==> src/rtl/wca_lime_bb_emu.sv <==
// Lime-side baseband bus emulator: ADC serialiser fed from a small sample FIFO,
// and a DAC deserialiser that locks to the interleaved I/Q word stream.
module wca_lime_bb_emu #(
   parameter int FIFO_DEPTH   = 4,
   parameter int ERRCNT_WIDTH = 8
) (
   input  logic                    clock,
   input  logic                    reset,
   input  logic                    rf_rxen,
   input  logic                    rf_txen,
   input  logic [23:0]             src_iq,
   input  logic                    src_valid,
   output logic                    src_ready,
   output logic [11:0]             adc_data,
   output logic                    adc_iqsel,
   output logic                    adc_underflow,
   input  logic [11:0]             dac_data,
   input  logic                    dac_iqsel,
   output logic [23:0]             snk_iq,
   output logic                    snk_strobe,
   output logic                    dac_locked,
   output logic [ERRCNT_WIDTH-1:0] sync_err_count
);

   localparam int AW = $clog2(FIFO_DEPTH);
   localparam int CW = AW + 1;

   // ---------------- sample FIFO ----------------
   logic [23:0]   fifo_mem [FIFO_DEPTH];
   logic [AW-1:0] wr_ptr_reg, rd_ptr_reg;
   logic [CW-1:0] count_reg, count_next;
   logic          src_ready_reg;
   logic          push, pop, fifo_empty;

   logic          phase_q_reg;
   logic [11:0]   q_hold_reg;
   logic [11:0]   adc_data_reg;
   logic          adc_iqsel_reg;
   logic          adc_underflow_reg;

   assign fifo_empty = (count_reg == '0);
   assign push       = src_valid & src_ready_reg;
   assign pop        = rf_rxen & ~phase_q_reg & ~fifo_empty;
   assign count_next = count_reg + CW'(push) - CW'(pop);
   assign src_ready  = src_ready_reg;

   always_ff @(posedge clock) begin
      if (push)
         fifo_mem[wr_ptr_reg] <= src_iq;
   end

   // src_ready is registered from the post-update occupancy, so a full FIFO
   // refuses a push even in the cycle a pop frees a slot.
   always_ff @(posedge clock) begin
      if (reset) begin
         wr_ptr_reg    <= '0;
         rd_ptr_reg    <= '0;
         count_reg     <= '0;
         src_ready_reg <= 1'b0;
      end else begin
         if (push)
            wr_ptr_reg <= wr_ptr_reg + AW'(1);
         if (pop)
            rd_ptr_reg <= rd_ptr_reg + AW'(1);
         count_reg     <= count_next;
         src_ready_reg <= (count_next != CW'(FIFO_DEPTH));
      end
   end

   // ---------------- ADC serialiser ----------------
   always_ff @(posedge clock) begin
      if (reset) begin
         phase_q_reg       <= 1'b0;
         q_hold_reg        <= '0;
         adc_data_reg      <= '0;
         adc_iqsel_reg     <= 1'b0;
         adc_underflow_reg <= 1'b0;
      end else if (!rf_rxen) begin
         phase_q_reg   <= 1'b0;
         adc_data_reg  <= '0;
         adc_iqsel_reg <= 1'b0;
      end else if (!phase_q_reg) begin
         phase_q_reg   <= 1'b1;
         adc_iqsel_reg <= 1'b1;
         if (!fifo_empty) begin
            adc_data_reg <= fifo_mem[rd_ptr_reg][11:0];
            q_hold_reg   <= fifo_mem[rd_ptr_reg][23:12];
         end else begin
            adc_data_reg      <= '0;
            q_hold_reg        <= '0;
            adc_underflow_reg <= 1'b1;
         end
      end else begin
         phase_q_reg   <= 1'b0;
         adc_data_reg  <= q_hold_reg;
         adc_iqsel_reg <= 1'b0;
      end
   end

   assign adc_data      = adc_data_reg;
   assign adc_iqsel     = adc_iqsel_reg;
   assign adc_underflow = adc_underflow_reg;

   // ---------------- DAC deserialiser ----------------
   typedef enum logic {HUNT = 1'b0, LOCKED = 1'b1} dac_state_t;

   dac_state_t              state_reg, state_next;
   logic                    expect_reg, expect_next;
   logic                    prev_sel_reg, prev_sel_next;
   logic [11:0]             i_reg, i_next;
   logic [23:0]             snk_iq_reg, snk_iq_next;
   logic                    snk_strobe_reg, snk_strobe_next;
   logic [ERRCNT_WIDTH-1:0] err_reg, err_next;

   always_ff @(posedge clock) begin
      if (reset) begin
         state_reg      <= HUNT;
         expect_reg     <= 1'b0;
         prev_sel_reg   <= 1'b0;
         i_reg          <= '0;
         snk_iq_reg     <= '0;
         snk_strobe_reg <= 1'b0;
         err_reg        <= '0;
      end else begin
         state_reg      <= state_next;
         expect_reg     <= expect_next;
         prev_sel_reg   <= prev_sel_next;
         i_reg          <= i_next;
         snk_iq_reg     <= snk_iq_next;
         snk_strobe_reg <= snk_strobe_next;
         err_reg        <= err_next;
      end
   end

   always_comb begin
      state_next      = state_reg;
      expect_next     = expect_reg;
      prev_sel_next   = prev_sel_reg;
      i_next          = i_reg;
      snk_iq_next     = snk_iq_reg;
      snk_strobe_next = 1'b0;
      err_next        = err_reg;
      if (!rf_txen) begin
         state_next    = HUNT;
         prev_sel_next = 1'b0;
      end else begin
         prev_sel_next = dac_iqsel;
         case (state_reg)
            HUNT: begin
               // Only a fresh 0->1 edge marks a trustworthy I word.
               if (dac_iqsel && !prev_sel_reg) begin
                  i_next      = dac_data;
                  expect_next = 1'b0;
                  state_next  = LOCKED;
               end
            end
            LOCKED: begin
               if (dac_iqsel == expect_reg) begin
                  if (!expect_reg) begin
                     snk_iq_next     = {dac_data, i_reg};
                     snk_strobe_next = 1'b1;
                     expect_next     = 1'b1;
                  end else begin
                     i_next      = dac_data;
                     expect_next = 1'b0;
                  end
               end else begin
                  state_next = HUNT;
                  if (err_reg != '1)
                     err_next = err_reg + ERRCNT_WIDTH'(1);
               end
            end
            default: state_next = HUNT;
         endcase
      end
   end

   assign snk_iq         = snk_iq_reg;
   assign snk_strobe     = snk_strobe_reg;
   assign dac_locked     = (state_reg == LOCKED);
   assign sync_err_count = err_reg;

endmodule

==> config.mk <==
export PLATFORM = sky130hd
export DESIGN_NAME = wca_lime_bb_emu
export DESIGN_NICKNAME = d
export VERILOG_FILES = /design/src/rtl/wca_lime_bb_emu.sv
export SDC_FILE = /design/constraint.sdc
export NUM_CORES = 1
export LEC_CHECK = 0
export CORE_MARGIN = 5
export CORE_UTILIZATION = 45
export CTS_BUF_LIST = sky130_fd_sc_hd__clkbuf_4 sky130_fd_sc_hd__clkbuf_8 sky130_fd_sc_hd__clkbuf_16
export DETAILED_ROUTE_END_ITERATION = 6
export PLACE_DENSITY = 0.68
export REMOVE_ABC_BUFFERS = 1
export SYNTH_ARGS = -nofsm -noshare
export SYNTH_HDL_FRONTEND = slang
export SYNTH_SLANG_ARGS = --single-unit
export TNS_END_PERCENT = 10
==> constraint.sdc <==
create_clock -name clock -period 5.8 [get_ports clock]
set_input_delay 1.16 -clock clock [delete_from_list [all_inputs] [get_ports clock]]
set_output_delay 1.16 -clock clock [all_outputs]
set_load 0.02 [all_outputs]
==> metrics.cfg <==
[status]
outcome=finished clean

[timing]
worst_pin_slew_ns=1.155
setup_viol=0
setup_ws_ns=2.400
slew_headroom_pct=22.70
hold_viol_final=0
rsz0062_at_grt=false
max_freq_mhz=294.1
finalCritPeriodShare_pct=58.63
fin_worst_skew_ns=0.008198
period_needed_ns=3.400
drv_slew=0
tns_ns=0

[layout]
final_nets=617
drive_gt1_share_pct=13.10
largest_reg_flops=96
stdcell_area_mm2=0.008248
fillers=1134
n_antenna_cell=0
fin_cells=764
area_growth_pct=23.98

[synth]
ys.flop_type=edfxtp_1
synth_cell_type_count=41
async_flop_share_pct=0
synth-edff-count=96
ys.warnings.count=0
postSynthAreaPerCell_um2=14.01
yosysSeqAreaShare_pct=68.61
synthCells=475
synth_area_mm2=0.006653
synth-seq-cells=180

[clocking]
cts_buffers=17
postCtsHoldBufs=0
ctsResizeCount=0
cts_setup_buffers=0
insertion_delay_ns=0.42
ctsLongestPathBuffers=2
clkTransAtPathRegs_ns=0.06
cts_root_buffer=clkbuf_16
cts_tree=yes
cts.sinks=180
h-tree-depth=4

[setup_path]
cpPeakStageDelay_ns=0.50
critPathKind=in -> reg
crit_start=rf_rxen
required_ns=6.08
crit_path_start_kind=input pin
path_cells=clkdlybuf4s50_1 -> nand2b_1 -> nor2_1 -> ha_1 -> inv_1 -> ha_1 -> fa_1 -> xnor2_1 -> xnor2_1 -> nor3_1 -> nor2_1
worst_ep_arrival_time_ns=3.68
r2r-start=adc_iqsel
cp-end-kind=register
r2r_cells=11
path_max_fanout=15
cp_slowest_cell=nand2b_1

[placement]
place_congestion=0.7318
hpwl_um=8019
portBuffers=90
dpl-instance-area_mm2=0.007715
dpl_worst_slack_ns=1.937
place_inst=732

[route]
antenna_left=0
drc=0
wire_per_inst_um=16.82
drt_wl_total_um=12850
avgViaCountPerCell=5.175
route.vias.total=3954
drt_iter0_drc=334
drt_first_pass_iters=4

[grt]
grtUsageTotal_pct=15.24
grt_pass1_wl_um=20910
grt_overflow=0
antenna_found_initial=0
grt_pass1_vias=4064
grt_max_degree=77

[floorplanning]
die_x_um=131.6
core-area_mm2=0.01453
io_pins=91
die-area_mm2=0.01731
die_h_um=131.6
initial_core_util_pct=45.77
num_rows=44

[flow_run]
maxCapViolations=0

[power]
design_power_total_w=0.003073
power.leakage_nw=2.845
vdd_drop_max_mv=0.2673
powerDensity_mw_per_mm2=372.6

[worst_hold_path]
worstHoldStart=i_reg[0]
min_path_type=reg -> reg
hold_path_depth=2

-- kinds of logic (layout without fill, tap and decap cells) --
kind of cell             Yosys count  after routing  share of synthesized area (%)
AO/OA/AOI/OAI                     63             63                          6.056
AND/OR/NAND/NOR                  146            146                          10.08
multiplexers                      38             38                          10.25
flip-flops                       180            180                          68.61
adder cells (fa/ha/maj)            8              8                          1.617
XOR/XNOR                           6              6                         0.9028
buffers and inverters             34            139                          2.482
-- critical path, delay by kind of cell --
| kind | cells | cell delay [ns] |
|---|---|---|
| buffers and inverters | 2 | 0.49 |
| adders and majority gates | 3 | 0.88 |
| xor gates and xnor gates | 2 | 0.31 |
| and+or+nand+nor | 4 | 0.84 |
-- worst paths after layout --
kind	to	slack, ns
setup reg to reg	src_ready	2.95
hold reg to reg	snk_iq[0]	0.45
hold / removal	snk_iq[0]	0.45
setup / recovery	src_ready	2.40
-- Yosys cell counts, types with 5 or more instances --
| cell type | instances | area, µm² |
|---|---|---|
| a21oi_1 | 29 | 145.1 |
| a22oi_1 | 24 | 180.2 |
| and3_1 | 5 | 31.28 |
| buf_2 | 11 | 55.05 |
| clkbuf_1 | 9 | 33.78 |
| dfxtp_1 | 84 | 1682 |
| edfxtp_1 | 96 | 2883 |
| ha_1 | 7 | 87.58 |
| inv_1 | 7 | 26.28 |
| mux2i_1 | 13 | 130.1 |
| mux4_2 | 24 | 540.5 |
| nand2_1 | 53 | 198.9 |
| nand2b_1 | 6 | 37.54 |
| nand3_1 | 6 | 30.03 |
| nor2_1 | 55 | 206.5 |
| xnor2_1 | 5 | 43.79 |
-- metrics by stage --
step           utilization (%)  hold slack [ns]
2_1_floorplan                -           0.4255
3_3_place_gp             53.08           0.4353
6_report                 56.75           0.4516
4_1_cts                  56.75           0.4525
3_5_place_dp             53.08           0.4414
5_1_grt                  56.75           0.4697
-- cell type report --
type                            count  area [µm²]  share of cell area (%)
Clock inverter                     13       86.33                   1.047
Tap cell                          184       230.2                   2.791
Inverter                            7       26.28                  0.3186
Multi-Input combinational cell    261        1923                   23.32
Timing Repair Buffer              100       970.9                   11.77
Clock buffer                       19       446.7                   5.416
Sequential cell                   180        4564                   55.34
-- power by group --
group,leakage [nW],switching (W),internal [W]
combinational,1.02,0.000289,0.000261
sequential,1.55,0.0000452,0.00146
clock,0.270,0.000461,0.000561
total,2.85,0.000795,0.00228
-- placed cells by master (no fill, tap or decap), drive strengths merged, types with 2 or more instances in the layout --
cell type       n
a22oi          24
nor2           55
clkbuf         19
edfxtp         96
nand4           3
buf            11
a31oi           3
mux2i          13
nor3b           3
and3            6
and3b           2
dfxtp          84
nor2b           4
ha              7
nor3            5
nand2b          7
inv             8
nand3           6
nand2          53
xnor2           6
a21oi          29
clkdlybuf4s50  89
clkinv         11
a311oi          3
mux4           24
-- per-layer routing --
metal	GRT usage (%)	vias up	share of wire [%]
met4	4.514	0	0.59
met3	5.390	7	6.4
met5	0	-	0
met1	19.59	1926	44
li1	-	1912	-
met2	24.52	109	48
Power figures use the tool's default switching activity.
